[src/rtl/clz_seq_pkg.sv]
// Shared encodings and default sizes for the sequential leading-zero/one counter.
package clz_seq_pkg;

    typedef enum logic [1:0] {
        IDLE = 2'd0,
        SCAN = 2'd1,
        DONE = 2'd2
    } state_t;

    localparam logic OP_CLZ = 1'b0;
    localparam logic OP_CLO = 1'b1;

    localparam int W_DEF  = 32;
    localparam int CH_DEF = 8;

endpackage

[src/rtl/clz_seq_chunk.sv]
// Combinational leading-zero count of one CH-bit chunk; all-zero input gives CH.
module clz_chunk #(
    parameter int CH   = 8,              // chunk width
    parameter int LZ_W = $clog2(CH) + 1  // width of the count, holds 0..CH
) (
    input  logic [CH-1:0]   i_chunk,
    output logic [LZ_W-1:0] o_lz
);

    // Scanning upward lets the highest set bit be the last (winning) assignment.
    always_comb begin
        o_lz = LZ_W'(CH);
        for (int i = 0; i < CH; i++) begin
            if (i_chunk[i]) begin
                o_lz = LZ_W'(CH - 1 - i);
            end
        end
    end

endmodule

[src/rtl/clz_seq.sv]
// Multi-cycle CLZ/CLO: scans the operand one CH-bit chunk per cycle from the MSB end.
module clz_seq
    import clz_seq_pkg::*;
#(
    parameter int W  = W_DEF,  // operand width
    parameter int CH = CH_DEF  // chunk width scanned per cycle, divides W
) (
    input  logic         clk,
    input  logic         rst_n,
    input  logic         start,
    input  logic         op,
    input  logic [W-1:0] a,
    input  logic         flush,
    output logic         busy,
    output logic         done,
    output logic [W-1:0] r
);

    localparam int NCH   = W / CH;
    localparam int IDX_W = (NCH > 1) ? $clog2(NCH) : 1;
    localparam int CNT_W = $clog2(W) + 1;
    localparam int LZ_W  = $clog2(CH) + 1;

    state_t           r_state;
    state_t           w_next;
    logic [W-1:0]     r_sh;
    logic [W-1:0]     w_sh_in;
    logic [CNT_W-1:0] r_cnt;
    logic [CNT_W-1:0] w_sum;
    logic [IDX_W-1:0] r_idx;
    logic [W-1:0]     r_res;
    logic [LZ_W-1:0]  w_lz;
    logic             w_top_nz;
    logic             w_last;
    logic             w_load;
    logic             w_step;
    logic             w_fin;

    clz_chunk #(
        .CH   (CH),
        .LZ_W (LZ_W)
    ) u_chunk (
        .i_chunk (r_sh[W-1 -: CH]),
        .o_lz    (w_lz)
    );

    assign w_top_nz = |r_sh[W-1 -: CH];
    assign w_last   = (r_idx == IDX_W'(NCH - 1));
    assign w_sum    = r_cnt + CNT_W'(w_lz);

    // CLO is handled by inverting once at load time and then counting zeros.
    always_comb begin
        w_sh_in = a;
        case (op)
            OP_CLZ:  w_sh_in = a;
            OP_CLO:  w_sh_in = ~a;
            default: w_sh_in = a;
        endcase
    end

    always_ff @(posedge clk or negedge rst_n) begin
        if (!rst_n) begin
            r_state <= IDLE;
        end else begin
            r_state <= w_next;
        end
    end

    always_comb begin
        w_next = r_state;
        w_load = 1'b0;
        w_step = 1'b0;
        w_fin  = 1'b0;
        case (r_state)
            IDLE, DONE: begin
                if (flush) begin
                    w_next = IDLE;
                end else if (start) begin
                    w_load = 1'b1;
                    w_next = SCAN;
                end else begin
                    w_next = IDLE;
                end
            end
            SCAN: begin
                if (flush) begin
                    w_next = IDLE;
                end else if (w_top_nz || w_last) begin
                    w_fin  = 1'b1;
                    w_next = DONE;
                end else begin
                    w_step = 1'b1;
                end
            end
            default: w_next = IDLE;
        endcase
    end

    always_ff @(posedge clk or negedge rst_n) begin
        if (!rst_n) begin
            r_sh  <= '0;
            r_cnt <= '0;
            r_idx <= '0;
            r_res <= '0;
        end else begin
            if (w_load) begin
                r_sh  <= w_sh_in;
                r_cnt <= '0;
                r_idx <= '0;
            end else if (w_step) begin
                r_sh  <= r_sh << CH;
                r_cnt <= r_cnt + CNT_W'(CH);
                r_idx <= r_idx + 1'b1;
            end
            // An all-zero final chunk means the whole operand was zero.
            if (w_fin) begin
                r_res <= w_top_nz ? W'(w_sum) : W'(W);
            end
        end
    end

    assign busy = (r_state == SCAN);
    assign done = (r_state == DONE);
    assign r    = r_res;

endmodule

[config.mk]
export PLATFORM = sky130hd
export DESIGN_NAME = clz_seq
export DESIGN_NICKNAME = d
export VERILOG_FILES = /design/src/rtl/clz_seq_pkg.sv /design/src/rtl/clz_seq_chunk.sv /design/src/rtl/clz_seq.sv
export SDC_FILE = /design/constraint.sdc
export NUM_CORES = 1
export LEC_CHECK = 0
export ABC_CLOCK_PERIOD_IN_PS = 4000
export CELL_PAD_IN_SITES_DETAIL_PLACEMENT = 2
export CELL_PAD_IN_SITES_GLOBAL_PLACEMENT = 2
export CORE_MARGIN = 3
export CORE_UTILIZATION = 30
export DETAILED_ROUTE_END_ITERATION = 6
export GPL_ROUTABILITY_DRIVEN = 0
export HOLD_SLACK_MARGIN = 0.1
export PLACE_DENSITY = 0.82
export SETUP_SLACK_MARGIN = 0.15
export SLEW_MARGIN = 0
export SYNTH_ARGS = -nofsm -noshare
export SYNTH_HDL_FRONTEND = slang
export SYNTH_SLANG_ARGS = --single-unit
[constraint.sdc]
create_clock -name clk -period 4 [get_ports clk]
set_input_delay 0.8 -clock clk [delete_from_list [all_inputs] [get_ports clk]]
set_output_delay 0.8 -clock clk [all_outputs]
set_load 0.02 [all_outputs]
==> summary.txt <==
Outcome
  – Status: completed

Power and ir drop
  – Sw Share: 30.3%
  – Sequential power share: 51.2%
  – Int Pwr: 0.000781 W
  – VDD IR max: 0.139 mV
  – PD cells: 371 nW/um2
  – Logic pwr share: 22.2%
  – Leakage: 1.30 nW
  – Sw Pwr: 0.000339 W
  – Clock share of power: 26.6%
  – Total power: 0.00112 W

GRT
  – GRT Overall Usage: 13.2%
  – M3 GR Usage: 2.73%
  – Global-route wire length before repair: 10300 um
  – Vias in the first global route: 2028
  – Grt total ovfl: 0
  – Met2 GRT Util: 22.0%
  – Most Crowded Layer GR: met2
  – Largest net degree at the start of global routing: 46
  – Initial antenna violation count: 0
  – Grt met1 use: 17.1%

Critical path
  – Worst setup path class: in2reg
  – Worst r2r src: r_sh[27]$_DFFE_PN0P_
  – Worst Reg2Reg Path Length in Cells: 4
  – Startpoint Class: primary input
  – Reg2reg setup slack: 1.59 ns
  – WP data required: 4.23 ns
  – CP Capture Type: flop
  – Arrival @ worst endpoint: 2.91 ns
  – Largest fanout on the critical path: 26
  – R2R Path End: r_cnt[5]$_DFFE_PN0P_
  – Worst Setup SP: flush

Worst hold path
  – HP Class: reg2reg
  – Hold path cells: 2
  – Hold worst-path end: r[2]$_DFFE_PN0P_
  – Hold Path Origin: r[2]$_DFFE_PN0P_

Die
  – Rows: 32
  – Initial Util: 31.8%
  – Die X: 97.7 um
  – Core footprint: 7930 um2
  – I/O pins: 71
  – Height of the die: 97.7 um
  – Die Outline Area: 9550 um2

Cells and area
  – Layout Nets: 343
  – Fill cells: 911
  – Share of cells above drive strength 1: 5.61%
  – Final Non-Filler Cells: 405
  – Diode count: 0
  – Syn-to-layout area delta: 19.6%

Detailed routing
  – DR vias: 1925
  – Pre-antenna DRT Iters: 4
  – Post-Route WL: 6070 um
  – First DRT Iteration DRCs: 100
  – # DRC: 0
  – Drt wl/cell: 15.0 um
  – Via/cell ratio: 4.75
  – Antenna Nets Post-Route: 0

CTS
  – Post CTS Setup Buffer Count: 0
  – CTS tree: yes
  – Later-pin clock latency in the skew report: 0.30 ns
  – Worst-path clk slew: 0.08 ns
  – H-Tree Depth: 2
  – PostCTS Resize Cnt: 0
  – CTS Buf Count: 5
  – # clock sinks: 45
  – Max clock buf depth: 2
  – Hold-fix buffers, CTS: 0
  – Root Buffer: clkbuf_8

Synthesis
  – YS warnings: 0
  – EDFF count, synth: 0
  – Synth Cell Area: 2520 um2
  – Post-synthesis sequential area ratio: 44.6%
  – Share of synthesized registers carrying an async set or reset: 100%
  – Synth Flop Type: dfrtp_1
  – Synthesized flop and latch total: 45
  – Mean Syn Cell Area: 9.49 um2
  – Synth cell types: 38
  – Cells after Synth: 266

STA
  – Final setup violation count: 0
  – Clock skew: 0.0133 ns
  – Fin crit share: 67.0%
  – Setup tns final: 0 ns
  – Final worst setup slack: 1.32 ns
  – Max transition margin: 31.5%
  – F_max: 373 MHz
  – Final Max Slew Viols: 0
  – RSZ-0062 raised after global routing: no
  – Min Hold Slack: 0.506 ns
  – Worst slew pin tran: 1.03 ns
  – Post-layout min period: 2.68 ns
  – Final hold vios: 0

Run
  – Max Cap Viol: 0

Placed design
  – HPWL after DPL: 4480 um
  – PortBufs: 44
  – Setup WS pre-CTS: 1.02 ns
  – Dpl cells: 397
-- how the worst max path moves through the flow --
stage | to | cells after the start | slack, ns
2_1_floorplan | r_sh[26]$_DFFE_PN0P_ | 6 | 1.63
3_3_place_gp | r_cnt[5]$_DFFE_PN0P_ | 5 | 1.05
3_5_place_dp | r_cnt[5]$_DFFE_PN0P_ | 5 | 1.02
4_1_cts | r_cnt[5]$_DFFE_PN0P_ | 5 | 1.33
5_1_grt | r_cnt[5]$_DFFE_PN0P_ | 5 | 1.22
6_report | r_cnt[5]$_DFFE_PN0P_ | 5 | 1.32
-- cells in the mapped netlist, types with 3 or more instances --
cell	instances	area share (%)
nor2_1	22	3.3
inv_1	7	1.0
nor3_1	4	0.79
a211oi_1	3	0.89
a22oi_1	5	1.5
ha_1	4	2.0
a31oi_1	7	1.7
nand3_1	8	1.6
clkbuf_1	13	1.9
a221o_1	6	2.4
nand2_1	26	3.9
xnor2_1	24	8.3
buf_4	26	7.7
dfrtp_1	45	45
xor2_1	11	3.8
o21ai_0	12	2.4
a21oi_1	14	2.8
-- final cells by class --
type	instances	area, um2	area share [%]
clock buffers	6	82.6	2.74
clock inverters	2	13.8	0.456
inverters	7	26.3	0.870
multi-input cells	196	1190	39.4
flip-flops and latches	45	1130	37.3
well taps	102	128	4.23
repair buffers	47	453	15.0
-- state kept, by name, summed over array words and instances, names as in the netlist --
signal and flops:
r 6, r_cnt 3, r_idx 2, r_sh 32, r_state 2
-- through the flow --
step           area (um2)  utilization, %
2_1_floorplan        2620               -
6_report             3020            38.1
3_3_place_gp         2920            36.9
5_1_grt              3020            38.1
3_5_place_dp         2920            36.9
4_1_cts              3020            38.1
-- cell families (layout without fill, tap and decap cells) --
logic type | Yosys count | after routing | share of synthesized area, %
fa+ha+maj | 4 | 4 | 1.98
compound gates | 57 | 57 | 15.0
buf+inv | 51 | 62 | 12.1
other cells | 1 | 27 | 0.149
xor+xnor | 35 | 35 | 12.1
simple gates | 73 | 73 | 14.0
flops | 45 | 45 | 44.6
-- layout by cell type (no fill, tap or decap), types with 4 or more instances in the layout --
| master | instances |
|---|---|
| inv_1 | 7 |
| a22oi_1 | 5 |
| xnor2_1 | 24 |
| nand2_1 | 26 |
| dfrtp_1 | 45 |
| nor2_1 | 22 |
| clkdlybuf4s50_1 | 42 |
| a21oi_1 | 14 |
| a221o_1 | 6 |
| nand3_1 | 8 |
| a31oi_1 | 7 |
| nor3_1 | 4 |
| ha_1 | 4 |
| o21ai_0 | 12 |
| xor2_1 | 11 |
| conb_1 | 27 |
| clkbuf_8 | 6 |
-- worst max-delay path, stage by stage --
cell	delay (ns)
clkdlybuf4s50_1	0.45
or3b_2	0.54
or4_4	0.61
or3_1	0.36
a21oi_1	0.14
-- power groups by stage --
stage | Sequential, W | Clock [W] | Combinational (W)
after floorplan | 0.000575 | 0 | 0.000166
after global placement | 0.000577 | 0 | 0.000243
after detailed placement | 0.000582 | 0 | 0.000252
after CTS | 0.000573 | 0.000309 | 0.000253
after global routing | 0.000584 | 0.000324 | 0.000277
final | 0.000573 | 0.000298 | 0.000248
-- per-layer routing --
| metal | share of wire, % | wire [um] |
|---|---|---|
| met4 | 1.7 | 102 |
| met5 | 0 | 0 |
| met1 | 45 | 2730 |
| met3 | 5.1 | 309 |
| met2 | 48 | 2940 |
Power figures use the tool's default switching activity.
